## src/rtl/lab5_2_case_demux_stream_pkg.sv

```systemverilog
// -----------------------------------------------------------------------------
// lab5_pkg
// Shared definitions for the lab5 mux/demux blocks.
//   NUM_LANES  : number of output lanes of the demultiplexer
//   LANE_IDX_W : bits needed to address one lane
//   lane_idx_t : lane index type, shared with the mux labs
//   next_lane  : round-robin successor of a lane index (wraps 3 -> 0)
// -----------------------------------------------------------------------------
package lab5_pkg;

    localparam int NUM_LANES  = 4;
    localparam int LANE_IDX_W = 2;

    typedef logic [LANE_IDX_W-1:0] lane_idx_t;

    // The index is exactly LANE_IDX_W bits wide, so dropping the carry
    // gives the wrap from the last lane back to lane 0.
    function automatic lane_idx_t next_lane(input lane_idx_t idx);
        return lane_idx_t'(idx + 1'b1);
    endfunction

endpackage

```

## src/rtl/lab5_2_case_demux_stream_if.sv

```systemverilog
// -----------------------------------------------------------------------------
// lab5_2_case_demux_stream_if
// Bundles the producer-side stream, the four consumer lanes and the status
// outputs of the 1-to-4 stream demultiplexer.
//   master : producer/consumer side (drives in_*, sel, rr_mode, out_ready)
//   slave  : the demultiplexer itself
//
// Handshake: a beat moves across a valid/ready pair in every cycle where both
// valid and ready are high at the rising clock edge. A holder of valid keeps
// the beat and valid stable until it is taken. On the input side ready may
// depend combinationally on sel/rr_mode/out_ready, so the producer must not
// derive in_valid from in_ready.
// -----------------------------------------------------------------------------
interface lab5_2_case_demux_stream_if
    import lab5_pkg::*;
#(
    parameter int DATA_W = 8,
    parameter int CNT_W  = 16
);

    logic [DATA_W-1:0]    in_data;
    logic                 in_valid;
    logic                 in_ready;
    lane_idx_t            sel;
    logic                 rr_mode;
    logic [DATA_W-1:0]    out0;
    logic [DATA_W-1:0]    out1;
    logic [DATA_W-1:0]    out2;
    logic [DATA_W-1:0]    out3;
    logic [NUM_LANES-1:0] out_valid;
    logic [NUM_LANES-1:0] out_ready;
    lane_idx_t            rr_ptr;
    logic [CNT_W-1:0]     xfer_count;

    modport master (
        output in_data, in_valid, sel, rr_mode, out_ready,
        input  in_ready, out0, out1, out2, out3, out_valid, rr_ptr, xfer_count
    );

    modport slave (
        input  in_data, in_valid, sel, rr_mode, out_ready,
        output in_ready, out0, out1, out2, out3, out_valid, rr_ptr, xfer_count
    );

endinterface

```

## src/rtl/lab5_2_case_demux_stream_lane_reg.sv

```systemverilog
// -----------------------------------------------------------------------------
// demux_lane_reg
// Single-entry valid/ready holding register for one demultiplexer lane.
//   clk, rst  : clock, synchronous active-high reset
//   load      : capture load_data this cycle (the lane's ready was already
//               accounted for by the caller)
//   load_data : beat to capture
//   drain     : consumer takes the held beat this cycle
//   valid     : register holds a beat
//   data      : held beat, stable while valid & ~drain
// -----------------------------------------------------------------------------
module demux_lane_reg #(
    parameter int DATA_W = 8
) (
    input  logic              clk,
    input  logic              rst,
    input  logic              load,
    input  logic [DATA_W-1:0] load_data,
    input  logic              drain,
    output logic              valid,
    output logic [DATA_W-1:0] data
);

    // Load wins over drain: a drain and reload in the same cycle is a
    // pass-through, so valid stays high with the new beat.
    always_ff @(posedge clk) begin
        if (rst) begin
            valid <= 1'b0;
            data  <= '0;
        end else if (load) begin
            valid <= 1'b1;
            data  <= load_data;
        end else if (valid && drain) begin
            valid <= 1'b0;
        end
    end

endmodule

```

## src/rtl/lab5_2_case_demux_stream.sv

```systemverilog
// -----------------------------------------------------------------------------
// lab5_2_case_demux_stream
// Registered 1-to-4 stream demultiplexer. One beat per cycle is accepted on
// the input stream and routed to one of four single-entry lane registers,
// chosen by sel or, when rr_mode is set, by an internal round-robin pointer.
//   clk, rst : clock, synchronous active-high reset
//   bus      : slave side of lab5_2_case_demux_stream_if
//              in_data/in_valid/in_ready - producer stream
//              sel, rr_mode              - destination control
//              out0..out3/out_valid/out_ready - four consumer lanes
//              rr_ptr                    - current round-robin pointer
//              xfer_count                - accepted beats since reset (wraps)
// -----------------------------------------------------------------------------
module lab5_2_case_demux_stream
    import lab5_pkg::*;
#(
    parameter int DATA_W = 8,
    parameter int CNT_W  = 16
) (
    input  logic                        clk,
    input  logic                        rst,
    lab5_2_case_demux_stream_if.slave   bus
);

    lane_idx_t            dest;
    logic [NUM_LANES-1:0] dest_oh;
    logic [NUM_LANES-1:0] lane_valid;
    logic [DATA_W-1:0]    lane_data [NUM_LANES];
    logic                 in_ready;
    logic                 accept;
    lane_idx_t            rr_ptr_q;
    logic [CNT_W-1:0]     xfer_q;

    // Destination decode. The default arm is unreachable with a 2-bit index
    // but keeps X on sel from leaving dest_oh undefined.
    always_comb begin
        dest = bus.rr_mode ? rr_ptr_q : bus.sel;
        case (dest)
            2'd0:    dest_oh = 4'b0001;
            2'd1:    dest_oh = 4'b0010;
            2'd2:    dest_oh = 4'b0100;
            2'd3:    dest_oh = 4'b1000;
            default: dest_oh = 4'b0001;
        endcase
    end

    // The destination lane can take a beat if it is empty or being drained
    // in this same cycle; the other lanes do not matter.
    assign in_ready = |(dest_oh & (~lane_valid | bus.out_ready));
    assign accept   = bus.in_valid & in_ready;

    for (genvar k = 0; k < NUM_LANES; k++) begin : g_lane
        demux_lane_reg #(
            .DATA_W (DATA_W)
        ) u_lane (
            .clk       (clk),
            .rst       (rst),
            .load      (accept & dest_oh[k]),
            .load_data (bus.in_data),
            .drain     (bus.out_ready[k]),
            .valid     (lane_valid[k]),
            .data      (lane_data[k])
        );
    end

    // Pointer only moves on round-robin accepts; toggling rr_mode leaves it
    // where it was.
    always_ff @(posedge clk) begin
        if (rst) begin
            rr_ptr_q <= '0;
        end else if (accept && bus.rr_mode) begin
            rr_ptr_q <= next_lane(rr_ptr_q);
        end
    end

    // Free-running accepted-beat counter, wraps silently.
    always_ff @(posedge clk) begin
        if (rst) begin
            xfer_q <= '0;
        end else if (accept) begin
            xfer_q <= xfer_q + CNT_W'(1);
        end
    end

    assign bus.in_ready   = in_ready;
    assign bus.out0       = lane_data[0];
    assign bus.out1       = lane_data[1];
    assign bus.out2       = lane_data[2];
    assign bus.out3       = lane_data[3];
    assign bus.out_valid  = lane_valid;
    assign bus.rr_ptr     = rr_ptr_q;
    assign bus.xfer_count = xfer_q;

endmodule

```

## src/flat_wrapper.sv

```systemverilog
// flat-port wrapper written by rule: the top's interface ports become plain ports
module lab5_2_case_demux_stream_flat import lab5_pkg::*;
#(
    parameter int DATA_W = 8,
    parameter int CNT_W  = 16
)
  (clk, rst, bus_in_data, bus_in_valid, bus_sel, bus_rr_mode, bus_out_ready, bus_in_ready, bus_out0, bus_out1, bus_out2, bus_out3, bus_out_valid, bus_rr_ptr, bus_xfer_count);
  lab5_2_case_demux_stream_if #(.DATA_W(DATA_W), .CNT_W(CNT_W)) bus_i ();
  input  logic clk;
  input  logic rst;
  input wire logic [$bits(bus_i.in_data)-1:0] bus_in_data;
  input wire logic [$bits(bus_i.in_valid)-1:0] bus_in_valid;
  input wire logic [$bits(bus_i.sel)-1:0] bus_sel;
  input wire logic [$bits(bus_i.rr_mode)-1:0] bus_rr_mode;
  input wire logic [$bits(bus_i.out_ready)-1:0] bus_out_ready;
  output wire logic [$bits(bus_i.in_ready)-1:0] bus_in_ready;
  output wire logic [$bits(bus_i.out0)-1:0] bus_out0;
  output wire logic [$bits(bus_i.out1)-1:0] bus_out1;
  output wire logic [$bits(bus_i.out2)-1:0] bus_out2;
  output wire logic [$bits(bus_i.out3)-1:0] bus_out3;
  output wire logic [$bits(bus_i.out_valid)-1:0] bus_out_valid;
  output wire logic [$bits(bus_i.rr_ptr)-1:0] bus_rr_ptr;
  output wire logic [$bits(bus_i.xfer_count)-1:0] bus_xfer_count;
  assign bus_i.in_data = bus_in_data;
  assign bus_i.in_valid = bus_in_valid;
  assign bus_i.sel = bus_sel;
  assign bus_i.rr_mode = bus_rr_mode;
  assign bus_i.out_ready = bus_out_ready;
  assign bus_in_ready = bus_i.in_ready;
  assign bus_out0 = bus_i.out0;
  assign bus_out1 = bus_i.out1;
  assign bus_out2 = bus_i.out2;
  assign bus_out3 = bus_i.out3;
  assign bus_out_valid = bus_i.out_valid;
  assign bus_rr_ptr = bus_i.rr_ptr;
  assign bus_xfer_count = bus_i.xfer_count;
  lab5_2_case_demux_stream #(.DATA_W(DATA_W), .CNT_W(CNT_W)) u_core (.clk(clk), .rst(rst), .bus(bus_i));
endmodule
```

## config.mk

```make
export PLATFORM = sky130hd
export DESIGN_NAME = lab5_2_case_demux_stream_flat
export DESIGN_NICKNAME = d
export VERILOG_FILES = /design/src/rtl/lab5_2_case_demux_stream_pkg.sv /design/src/rtl/lab5_2_case_demux_stream_if.sv /design/src/rtl/lab5_2_case_demux_stream_lane_reg.sv /design/src/rtl/lab5_2_case_demux_stream.sv /design/src/flat_wrapper.sv
export SDC_FILE = /design/constraint.sdc
export NUM_CORES = 1
export LEC_CHECK = 0
export CAP_MARGIN = 20
export CORE_MARGIN = 2
export CORE_UTILIZATION = 40
export CTS_BUF_LIST = sky130_fd_sc_hd__clkbuf_16
export DETAILED_ROUTE_END_ITERATION = 8
export PLACE_DENSITY = 0.75
export SLEW_MARGIN = 20
export SYNTH_ARGS = -nofsm -noshare
export SYNTH_HDL_FRONTEND = slang
export SYNTH_SLANG_ARGS = --single-unit
```

## constraint.sdc

```tcl
create_clock -name clk -period 3.9 [get_ports clk]
set_input_delay 1.17 -clock clk [delete_from_list [all_inputs] [get_ports clk]]
set_output_delay 1.17 -clock clk [all_outputs]
set_load 0.02 [all_outputs]
```

# ---- Word level (Yosys, flattened, before mapping)
# Index checks and enable logic that the tools add are counted.
dict set report totals {
  regBits 54
  latch_bits 0
  ramBits 0
  romBits 0
  input_bits 18
  output_inout_bits 55
  word_cells 44
  n_memories 0
}
dict set report op_classes {
  add_sub_neg 2
  mul 0
  div_mod_pow 0
  n_lt_le_gt_ge 0
  eq_ne 3
  n_shift 0
  muxes 10
  n_bitwise 8
  reduce_logical 11
}
# cell n
set op_table {}
lappend op_table {{$add A16 B1 Y16 const B} 1}
lappend op_table {{$pmux W4 S4} 1}
lappend op_table {{$mux W1} 8}
lappend op_table {{$reduce_bool A2 Y1} 4}
lappend op_table {{$and A1 B1 Y1} 5}
lappend op_table {{$logic_and A1 B1 Y1} 5}
lappend op_table {{$and A4 B4 Y4} 1}
lappend op_table {{$eq A2 B2 Y1 const B} 2}
lappend op_table {{$not A4 Y4} 1}
lappend op_table {{$or A4 B4 Y4} 1}
lappend op_table {{$reduce_or A4 Y1} 1}
lappend op_table {{$add A2 B1 Y2 const B} 1}
lappend op_table {{$eq A2 B1 Y1 const B} 1}
lappend op_table {{$logic_not A2 Y1} 1}
lappend op_table {{$mux W2} 1}

# ---- Depth between registers and ports, before layout
dict set report logic_depth {
  word_depth 8
  depth_mapped 7
  mapped_depth_nobuf 6
}

# ---- Hierarchy
# Synthesis repeated with hierarchy kept, for this count alone.
dict set report unflattened {
  hier_cells 254
  area_unflattened_um2 2372.3
}
# mod instances cells_per_inst area_per_inst_um2 seq_area_each_um2
set modules_own_cells {}
lappend modules_own_cells {demux_lane_reg 4 30 321.6 180.2}
lappend modules_own_cells {lab5_2_case_demux_stream 1 134 1086.0 360.3}

# ---- Worst setup path before layout
# OpenSTA, ideal clock, no wires.
dict set report synth_timing {
  kind {in2out}
  startpoint {input bus_rr_mode}
  endpoint {output bus_in_ready}
  t_arrival_ns 2.060
  required_time_ns 2.730
  slack_ns 0.670
  stages 2
  n_path_buf 0
  path_cell_list {mux2i_1 mux2i_1}
}
dict set report synth_via {
  elab_chain_cells 5
  word_cells_on_any_way 8
  cone_classes {eq/ne: 3; mux: 2; bitwise: 1; reduce/logical: 2}
}
# element line_no
set synth_rtl {}
lappend synth_rtl {{from (decl)} flat_wrapper.sv:14} ;# input wire logic [$bits(bus_i.rr_mode)-1:0] bus_rr_mode;
lappend synth_rtl {{$mux W2 (*)} lab5_2_case_demux_stream.sv:37} ;# dest = bus.rr_mode ? rr_ptr_q : bus.sel;
lappend synth_rtl {{$eq A2 B2 Y1, or another cell as far along} lab5_2_case_demux_stream.sv:38} ;# case (dest)
lappend synth_rtl {{$pmux W4 S4 (*)} lab5_2_case_demux_stream.sv:38}
lappend synth_rtl {{$and A4 B4 Y4 (*)} lab5_2_case_demux_stream.sv:49} ;# assign in_ready = |(dest_oh & (~lane_valid | bus.out_ready));
lappend synth_rtl {{$reduce_or A4 Y1 (*)} lab5_2_case_demux_stream.sv:49}
lappend synth_rtl {{to (decl)} flat_wrapper.sv:16} ;# output wire logic [$bits(bus_i.in_ready)-1:0] bus_in_ready;
# Mark *: on every way between the ends. The rest lies on a longest branch, timed or not.

# ---- Worst setup path after layout
dict set report layout_timing {
  startpoint {input bus_sel[0]}
  endpoint {output bus_in_ready}
}
dict set report layout_via {
  elab_chain_cells 5
  word_cells_on_any_way 8
  cone_classes {eq/ne: 3; mux: 2; bitwise: 1; reduce/logical: 2}
}
# element line_no
set layout_rtl {}
lappend layout_rtl {{from (decl)} flat_wrapper.sv:13} ;# input wire logic [$bits(bus_i.sel)-1:0] bus_sel;
lappend layout_rtl {{$mux W2 (*)} lab5_2_case_demux_stream.sv:37}
lappend layout_rtl {{$eq A2 B2 Y1, or another cell as far along} lab5_2_case_demux_stream.sv:38}
lappend layout_rtl {{$pmux W4 S4 (*)} lab5_2_case_demux_stream.sv:38}
lappend layout_rtl {{$and A4 B4 Y4 (*)} lab5_2_case_demux_stream.sv:49}
lappend layout_rtl {{$reduce_or A4 Y1 (*)} lab5_2_case_demux_stream.sv:49}
# Marks and branches as above.

==> run_summary.xml <==
<?xml version="1.0" encoding="UTF-8"?>
<metrics>
  <group name="clock_network">
    <metric name="worst_skew_pair.late_latency" unit="ps">290</metric>
    <metric name="cts_max_level" unit="">2</metric>
    <metric name="cts.clk_slew.worst_paths" unit="ps">70</metric>
    <metric name="cts_root_buffer_type" unit="">clkbuf_16</metric>
    <metric name="cts_tree" unit="">built</metric>
    <metric name="cts_buffers" unit="">5</metric>
    <metric name="max-clock-path-buffers" unit="">2</metric>
    <metric name="postCtsHoldBufs" unit="">0</metric>
    <metric name="clock-sinks" unit="">54</metric>
  </group>
  <group name="pwr">
    <metric name="power.leakage" unit="nW">1.32</metric>
    <metric name="cell_internal_power_dissipation" unit="uW">958</metric>
    <metric name="power.share.sequential" unit="">0.464</metric>
    <metric name="net-switching-power" unit="uW">300</metric>
    <metric name="powerDensity" unit="nW/um^2">396</metric>
    <metric name="power.combinational.fraction" unit="">0.136</metric>
    <metric name="clock_network_power_share" unit="">0.400</metric>
    <metric name="swShare" unit="">0.238</metric>
    <metric name="finalPower" unit="mW">1.26</metric>
    <metric name="ir_worst_vdd" unit="V">0.000250</metric>
  </group>
  <group name="final_layout">
    <metric name="nNetsFinal" unit="">322</metric>
    <metric name="final_layout_size_suffix_gt1_frac" unit="">0.0757</metric>
    <metric name="multi_input_comb_area" unit="um^2">1050</metric>
    <metric name="seqCellArea" unit="um^2">1080</metric>
    <metric name="final-instance-count-excl-fill" unit="">376</metric>
    <metric name="diodes" unit="">0</metric>
    <metric name="syn2layout_area_growth" unit="%">43.1</metric>
    <metric name="finish.utilization" unit="">0.584</metric>
    <metric name="layout.filler_cells" unit="">489</metric>
    <metric name="finalInstanceArea" unit="um^2">3180</metric>
  </group>
  <group name="hold_path">
    <metric name="min-delay-path-class" unit="">flip-flop to flip-flop</metric>
    <metric name="whs_endpoint" unit="">u_core.g_lane[1].u_lane.data[3]</metric>
    <metric name="holdPathStages" unit="">2</metric>
    <metric name="hold_start" unit="">u_core.g_lane[1].u_lane.data[3]</metric>
  </group>
  <group name="critical_path">
    <metric name="timing.critical_path.from" unit="">bus_sel[0]</metric>
    <metric name="cp.arrival" unit="ps">2490</metric>
    <metric name="regToRegStartpoint" unit="">u_core.bus.rr_ptr[0]</metric>
    <metric name="r2r_end" unit="">u_core.bus.xfer_count[11]</metric>
    <metric name="worst_r2r_path_depth" unit="">7</metric>
    <metric name="timing.reg2reg.setup_slack" unit="ps">1670</metric>
    <metric name="biggest_fanout_along_the_worst_timing_path" unit="">3</metric>
    <metric name="critPathRequiredTime" unit="ps">2730</metric>
    <metric name="crit_end_category" unit="">output pin</metric>
    <metric name="crit_path_launch_type" unit="">input pin</metric>
    <metric name="setup.worst_path.class" unit="">input pin to output pin</metric>
  </group>
  <group name="synth">
    <metric name="dominantRegCellSynth" unit="">dfxtp_1</metric>
    <metric name="ys_ff_latch" unit="">54</metric>
    <metric name="asyncSetResetFlopFracSynth" unit="">0</metric>
    <metric name="synthesis.area" unit="um^2">2220</metric>
    <metric name="yosysSeqAreaShare" unit="">0.487</metric>
    <metric name="synth_enable_flop_cells" unit="">0</metric>
    <metric name="distinct_cell_type_count_after_synthesis" unit="">30</metric>
    <metric name="yosysWarnings" unit="">0</metric>
    <metric name="postSynthAreaPerCell" unit="um^2">9.57</metric>
    <metric name="syn-num-nets" unit="">251</metric>
    <metric name="post_synth_inst_count" unit="">232</metric>
  </group>
  <group name="timing">
    <metric name="finalHoldViolations" unit="">0</metric>
    <metric name="layout_setup_ws" unit="ps">236</metric>
    <metric name="tightest_slew" unit="ps">727</metric>
    <metric name="setup_total_negative_slack" unit="ps">0</metric>
    <metric name="number_of_slew_limit_violations_in_the_final_report" unit="">0</metric>
    <metric name="period_share" unit="">0.939</metric>
    <metric name="number_of_setup_violations_in_the_final_report" unit="">0</metric>
    <metric name="fmaxAchievable" unit="MHz">273</metric>
    <metric name="finalHoldWorstSlack" unit="ps">495</metric>
    <metric name="final_min_period" unit="ps">3660</metric>
    <metric name="timing.slew.headroom" unit="">0.513</metric>
    <metric name="rsz0062_at_grt" unit="">no</metric>
    <metric name="clock-skew-final" unit="ps">5.12</metric>
  </group>
  <group name="floorplanning">
    <metric name="dieArea" unit="um^2">6160</metric>
    <metric name="floorplan.rows" unit="">27</metric>
    <metric name="initial_utilization" unit="">0.408</metric>
    <metric name="ioPinCount" unit="">73</metric>
    <metric name="die_w" unit="um">78.5</metric>
    <metric name="die_height" unit="um">78.5</metric>
    <metric name="coreArea" unit="um^2">5440</metric>
  </group>
  <group name="global_routing">
    <metric name="gr-usage-all-layers" unit="">0.173</metric>
    <metric name="antenna_violations_before_repair" unit="">0</metric>
    <metric name="first_pass_grt_wire_length" unit="mm">8.47</metric>
    <metric name="first_global_vias" unit="">1774</metric>
    <metric name="gr-total-overflow" unit="">0</metric>
    <metric name="grt_max_degree" unit="">32</metric>
  </group>
  <group name="placed_design">
    <metric name="post-place-cells" unit="">368</metric>
    <metric name="gpl.final_weighted_congestion" unit="">0.732</metric>
    <metric name="post_dp_cell_area" unit="um^2">3000</metric>
    <metric name="placement.io_buffers" unit="">72</metric>
    <metric name="dp.final_hpwl" unit="mm">3.57</metric>
    <metric name="dp_slack" unit="ps">-272</metric>
  </group>
  <group name="detailed_routing">
    <metric name="drt_wl_total" unit="mm">5.17</metric>
    <metric name="residual_drc_count" unit="">0</metric>
    <metric name="ant_nets" unit="">0</metric>
    <metric name="detailroute.via_count" unit="">1878</metric>
    <metric name="drt_first_pass_iters" unit="">4</metric>
    <metric name="dr.first_iter.drc_count" unit="">74</metric>
    <metric name="detail_route.wl_per_cell" unit="um">13.7</metric>
    <metric name="route.detailed.vias_per_inst" unit="">4.99</metric>
  </group>
  <group name="run">
    <metric name="drv.max_cap_violation_count" unit="">0</metric>
  </group>
  <group name="outcome">
    <metric name="run_status" unit="">complete, no violations</metric>
  </group>
</metrics>
[power groups by stage]
stage	combinational [mW]	clock (mW)	sequential [mW]
2_1_floorplan	0.0745	0	0.617
5_1_grt	0.185	0.530	0.587
6_report	0.171	0.504	0.584
4_1_cts	0.173	0.514	0.584
3_3_place_gp	0.169	0	0.596
3_5_place_dp	0.171	0	0.596
[cell usage after synthesis, drive strengths merged, types with 2 or more instances]
library cell	n	area share
nand3b	2	0.0068
or3	8	0.023
nor2b	5	0.014
nand2	7	0.012
nand4	3	0.0085
or4	6	0.020
a21oi	17	0.038
mux2i	38	0.17
nand2b	5	0.014
mux2	2	0.010
clkbuf	8	0.014
o21ai	7	0.016
buf	8	0.025
dfxtp	54	0.49
o22a	2	0.0079
o31ai	6	0.020
nor2	37	0.063
nand3	5	0.011
and2	2	0.0056
inv	3	0.0051
[registers in the layout (all words and copies together) (netlist names)]
register                    cells
u_core.bus.xfer_count          16
u_core.bus.rr_ptr               2
u_core.g_lane.u_lane.valid      4
u_core.g_lane.u_lane.data      32
[routing by layer]
metal | vias to the layer above | wire length [um] | global-route usage
met5 | - | 0 | 0
met4 | 0 | 36 | 0.0596
met3 | 2 | 232 | 0.0402
met2 | 41 | 2530 | 0.284
met1 | 887 | 2370 | 0.222
li1 | 948 | - | -
[worst max-delay path: stages]
cell and delay [ps]:
clkdlybuf4s50_1 410, mux2i_2 130, buf_4 160, mux2i_2 250, mux2i_1 110, clkdlybuf4s15_2 270
[timing repair]
action	CTS	global route
setup endpoints to repair	1	1
buffers inserted	0	0
resized for setup	4	1
[cell type report]
cell class / count / share of cell area
clock buffer: 5 / 0.0394
clock inverter: 3 / 0.0142
inverter: 3 / 0.00354
multi-input combinational: 159 / 0.329
sequential: 54 / 0.340
tap: 72 / 0.0283
timing repair buffer: 80 / 0.245
[kinds of logic (layout without fill, tap and decap cells)]
group	count (synthesis)	in the layout	share of synthesized area
simple gates	84	84	0.190
flops	54	54	0.487
mux	40	40	0.183
compound gates	32	32	0.0823
buf+inv	19	91	0.0439
xor+xnor	2	2	0.00789
fa+ha+maj	1	1	0.00563
[cell usage in the layout, fill, tap and decap left out, types with 3 or more instances in the layout]
cell type	synthesis	layout
dfxtp_1	54	54
nand2b_1	5	5
or3_1	8	8
a21oi_1	17	17
mux2i_1	37	36
clkdlybuf4s50_1	0	69
nand3_1	5	5
inv_1	3	3
or4_1	6	6
nand2_1	7	7
nor2b_1	5	5
o31ai_1	6	6
nor2_1	37	37
buf_4	4	8
o21ai_0	7	7
nand4_1	3	3
clkbuf_16	0	5
[how the worst max path moves through the flow]
stage,to,slack [ps],cells past startpoint
after detailed placement,bus_in_ready,-270,6
final,bus_in_ready,240,6
after global routing,bus_in_ready,150,6
after CTS,bus_in_ready,20,6
after floorplan,bus_in_ready,670,2
after global placement,bus_in_ready,-240,6
Power figures use the tool's default switching activity.
==> patch (same settings) <==
Change the package constant `NUM_LANES` from 4 to 8.
--- a/src/rtl/lab5_2_case_demux_stream_pkg.sv
+++ b/src/rtl/lab5_2_case_demux_stream_pkg.sv
@@ -8,7 +8,7 @@
 // -----------------------------------------------------------------------------
 package lab5_pkg;
 
-    localparam int NUM_LANES  = 4;
+    localparam int NUM_LANES  = 8;
     localparam int LANE_IDX_W = 2;
 
     typedef logic [LANE_IDX_W-1:0] lane_idx_t;
Ports: changed (resized bus_out_ready and bus_out_valid); port bits go from 73 to 81. The function was not compared with the original's and may differ.
==> patch against the original RTL <==
Synthesized area rose by 2.0%. Wire length fell by 0.62%. Register-to-register slack improved by 0.19 ns. Maximum frequency fell by 3.8%. Sequential power barely moved. Design area rose by 0.71%. Sequential cell count did not move. Clock power fell by 13%. Combinational power rose by 2%. Total power fell by 4.9%. Worst setup slack got worse by 0.14 ns. Die area rose by 1.9%. Critical path depth did not move. Cell count rose by 1.6%. Critical path type unchanged. Largest cell class unchanged. Highest routed layer unchanged.
==> patch: results (changes against the original RTL) <==
- Status: completed (unchanged)
- Vias in the first global route: 1,824 (was 1,774)
- Netlist cell types: 33 (was 30)
- Flip-flop count of the largest register after layout: 32 (unchanged)
- Adder-Cell Fraction of Synth Area: 0.552% (was 0.563%)
- Gr usage total: 17.0% (was 17.3%)
- Diodes inserted: 0 (unchanged)
- Die X-Extent: 79.3 µm (was 78.5 µm)
- Worst path arrival time: 2.64 ns (was 2.49 ns)
- Slew @ Worst Pin: 0.629 ns (was 0.727 ns)
- NumNets Final: 333 (was 322)
- Yosys warns: 0 (unchanged)
- CTS Root Cell: clkbuf_16 (unchanged)
- Non-clock buffer share: 25.1% (was 24.5%)
- Async S/R FF share, synth: 0% (unchanged)
- Clk Latency, worst-skew pair: 0.29 ns (about the same)
- Largest net degree at the start of global routing: 32 (unchanged)
- GPL Wtd Cong: 0.759 (was 0.732)
- Pre-CTS WS: -0.368 ns (was -0.272 ns)
- Cts hold-fix bufs: 0 (unchanged)
- Multi-input gate area: 1080 µm² (was 1050 µm²)
- XOR/XNOR Fraction of Synth Area: 0.387% (was 0.789%)
- Area contributors post-synth: dfxtp_1 48%, mux2i_1 16%, nor2_1 6.3% (was dfxtp_1 49%, mux2i_1 17%, nor2_1 6.3%)
- Longest Clk Path Bufs: 2 (unchanged)
- Post-DRT Antenna Nets: 0 (unchanged)
- Iteration-0 DRC Markers: 74 (unchanged)
- CP peak stage delay: 0.50 ns (was 0.41 ns)
- Vias: 1,939 (was 1,878)
- Seq area share: 33.8% (was 34.0%)
- Grt ovf: 0 (unchanged)
- Clock Skew: 0.00854 ns (was 0.00512 ns)
- Fraction of layout cells with a size suffix above 1: 9.68% (was 7.57%)
- Synth top cells by count: 54 x dfxtp_1, 38 x nor2_1, 36 x mux2i_1 (was 54 x dfxtp_1, 37 x mux2i_1, 37 x nor2_1)
- Gate Count Post-Synth: 236 (was 232)
- Fill count: 506 (was 489)
- Setup bufs post-CTS: 0 (unchanged)
- DP Wirelength: 3.76 mm (was 3.57 mm)
- Clock Sink Count: 54 (unchanged)
- Initial antenna violation count: 0 (unchanged)
- Clk tree area frac: 4.46% (was 5.35%)
- Final std cells w/o fill: 382 (was 376)
- Lkg Pwr: 1.36 nW (was 1.32 nW)
- Register area share after synthesis: 47.7% (was 48.7%)
- Non-clock buffers: 84 (was 80)
- PortBufs: 72 (unchanged)
- First-pass GRT wire length: 8.49 mm (was 8.47 mm)
- VDD IR max: 198 µV (was 250 µV)
- Post-synthesis compound-gate area fraction: 9.66% (was 8.23%)
- Mux cell area share after synthesis: 17.7% (was 18.3%)
- Non-clk invs: 2 (was 3)
- Crit Path Max Fanout: 3 (unchanged)
- Routed WL per cell: 13.4 µm (was 13.7 µm)
- Multi-In Gates: 163 (was 159)
patch: changes by cell type after synthesis, sizes merged, moves of 2 or more:
cell / change
a31o: +2
o21ai: -3
and3: +3
or4: +2
or3b: +2
clkbuf: +3
mux2i: -2
nor2b: -4
or3: -4
o22a: -2
o31ai: +2
patch: metal layers:
metal | up-vias | share of wire, % | track usage [%]
li1 | 971 | - | -
met1 | 903 | 45 | 21.5
met2 | 63 | 45 | 26.9
met3 | 2 | 9.1 | 7.39
met4 | 0 | 0.43 | 3.62
met5 | - | 0 | 0
patch: worst paths after layout:
path         cells after the start  slack (ns)                       from                        end
min                              2        0.49  u_core.bus.xfer_count[15]  u_core.bus.xfer_count[15]
max reg2reg                      6        1.86       u_core.bus.rr_ptr[0]  u_core.bus.xfer_count[13]
min reg2reg                      2        0.49  u_core.bus.xfer_count[15]  u_core.bus.xfer_count[15]
max                              6        0.09                bus_rr_mode               bus_in_ready
patch: worst max-delay path: cells and delay by family:
family,cells,cell delay (ns)
multiplexers,3,0.76
buffers and inverters,3,0.71
patch: stage by stage:
| stage | instance area, µm² | setup TNS (ns) |
|---|---|---|
| 2_1_floorplan | 2280 | 0 |
| 4_1_cts | 3200 | 0 |
| 6_report | 3200 | 0 |
| 3_3_place_gp | 3060 | -0.345 |
| 3_5_place_dp | 3060 | -0.368 |
| 5_1_grt | 3200 | 0 |
patch: where the power goes:
| part | switching (mW) | total [mW] | internal (mW) | leakage [nW] |
|---|---|---|---|---|
| clock | 0.197 | 0.437 | 0.239 | 0.0707 |
| sequential | 0.0140 | 0.585 | 0.571 | 0.438 |
| combinational | 0.0891 | 0.175 | 0.0859 | 0.853 |
patch: repair_timing:
item	CTS	global route
resized for setup	4	1
gates cloned	0	0
endpoints found under the setup margin	1	1
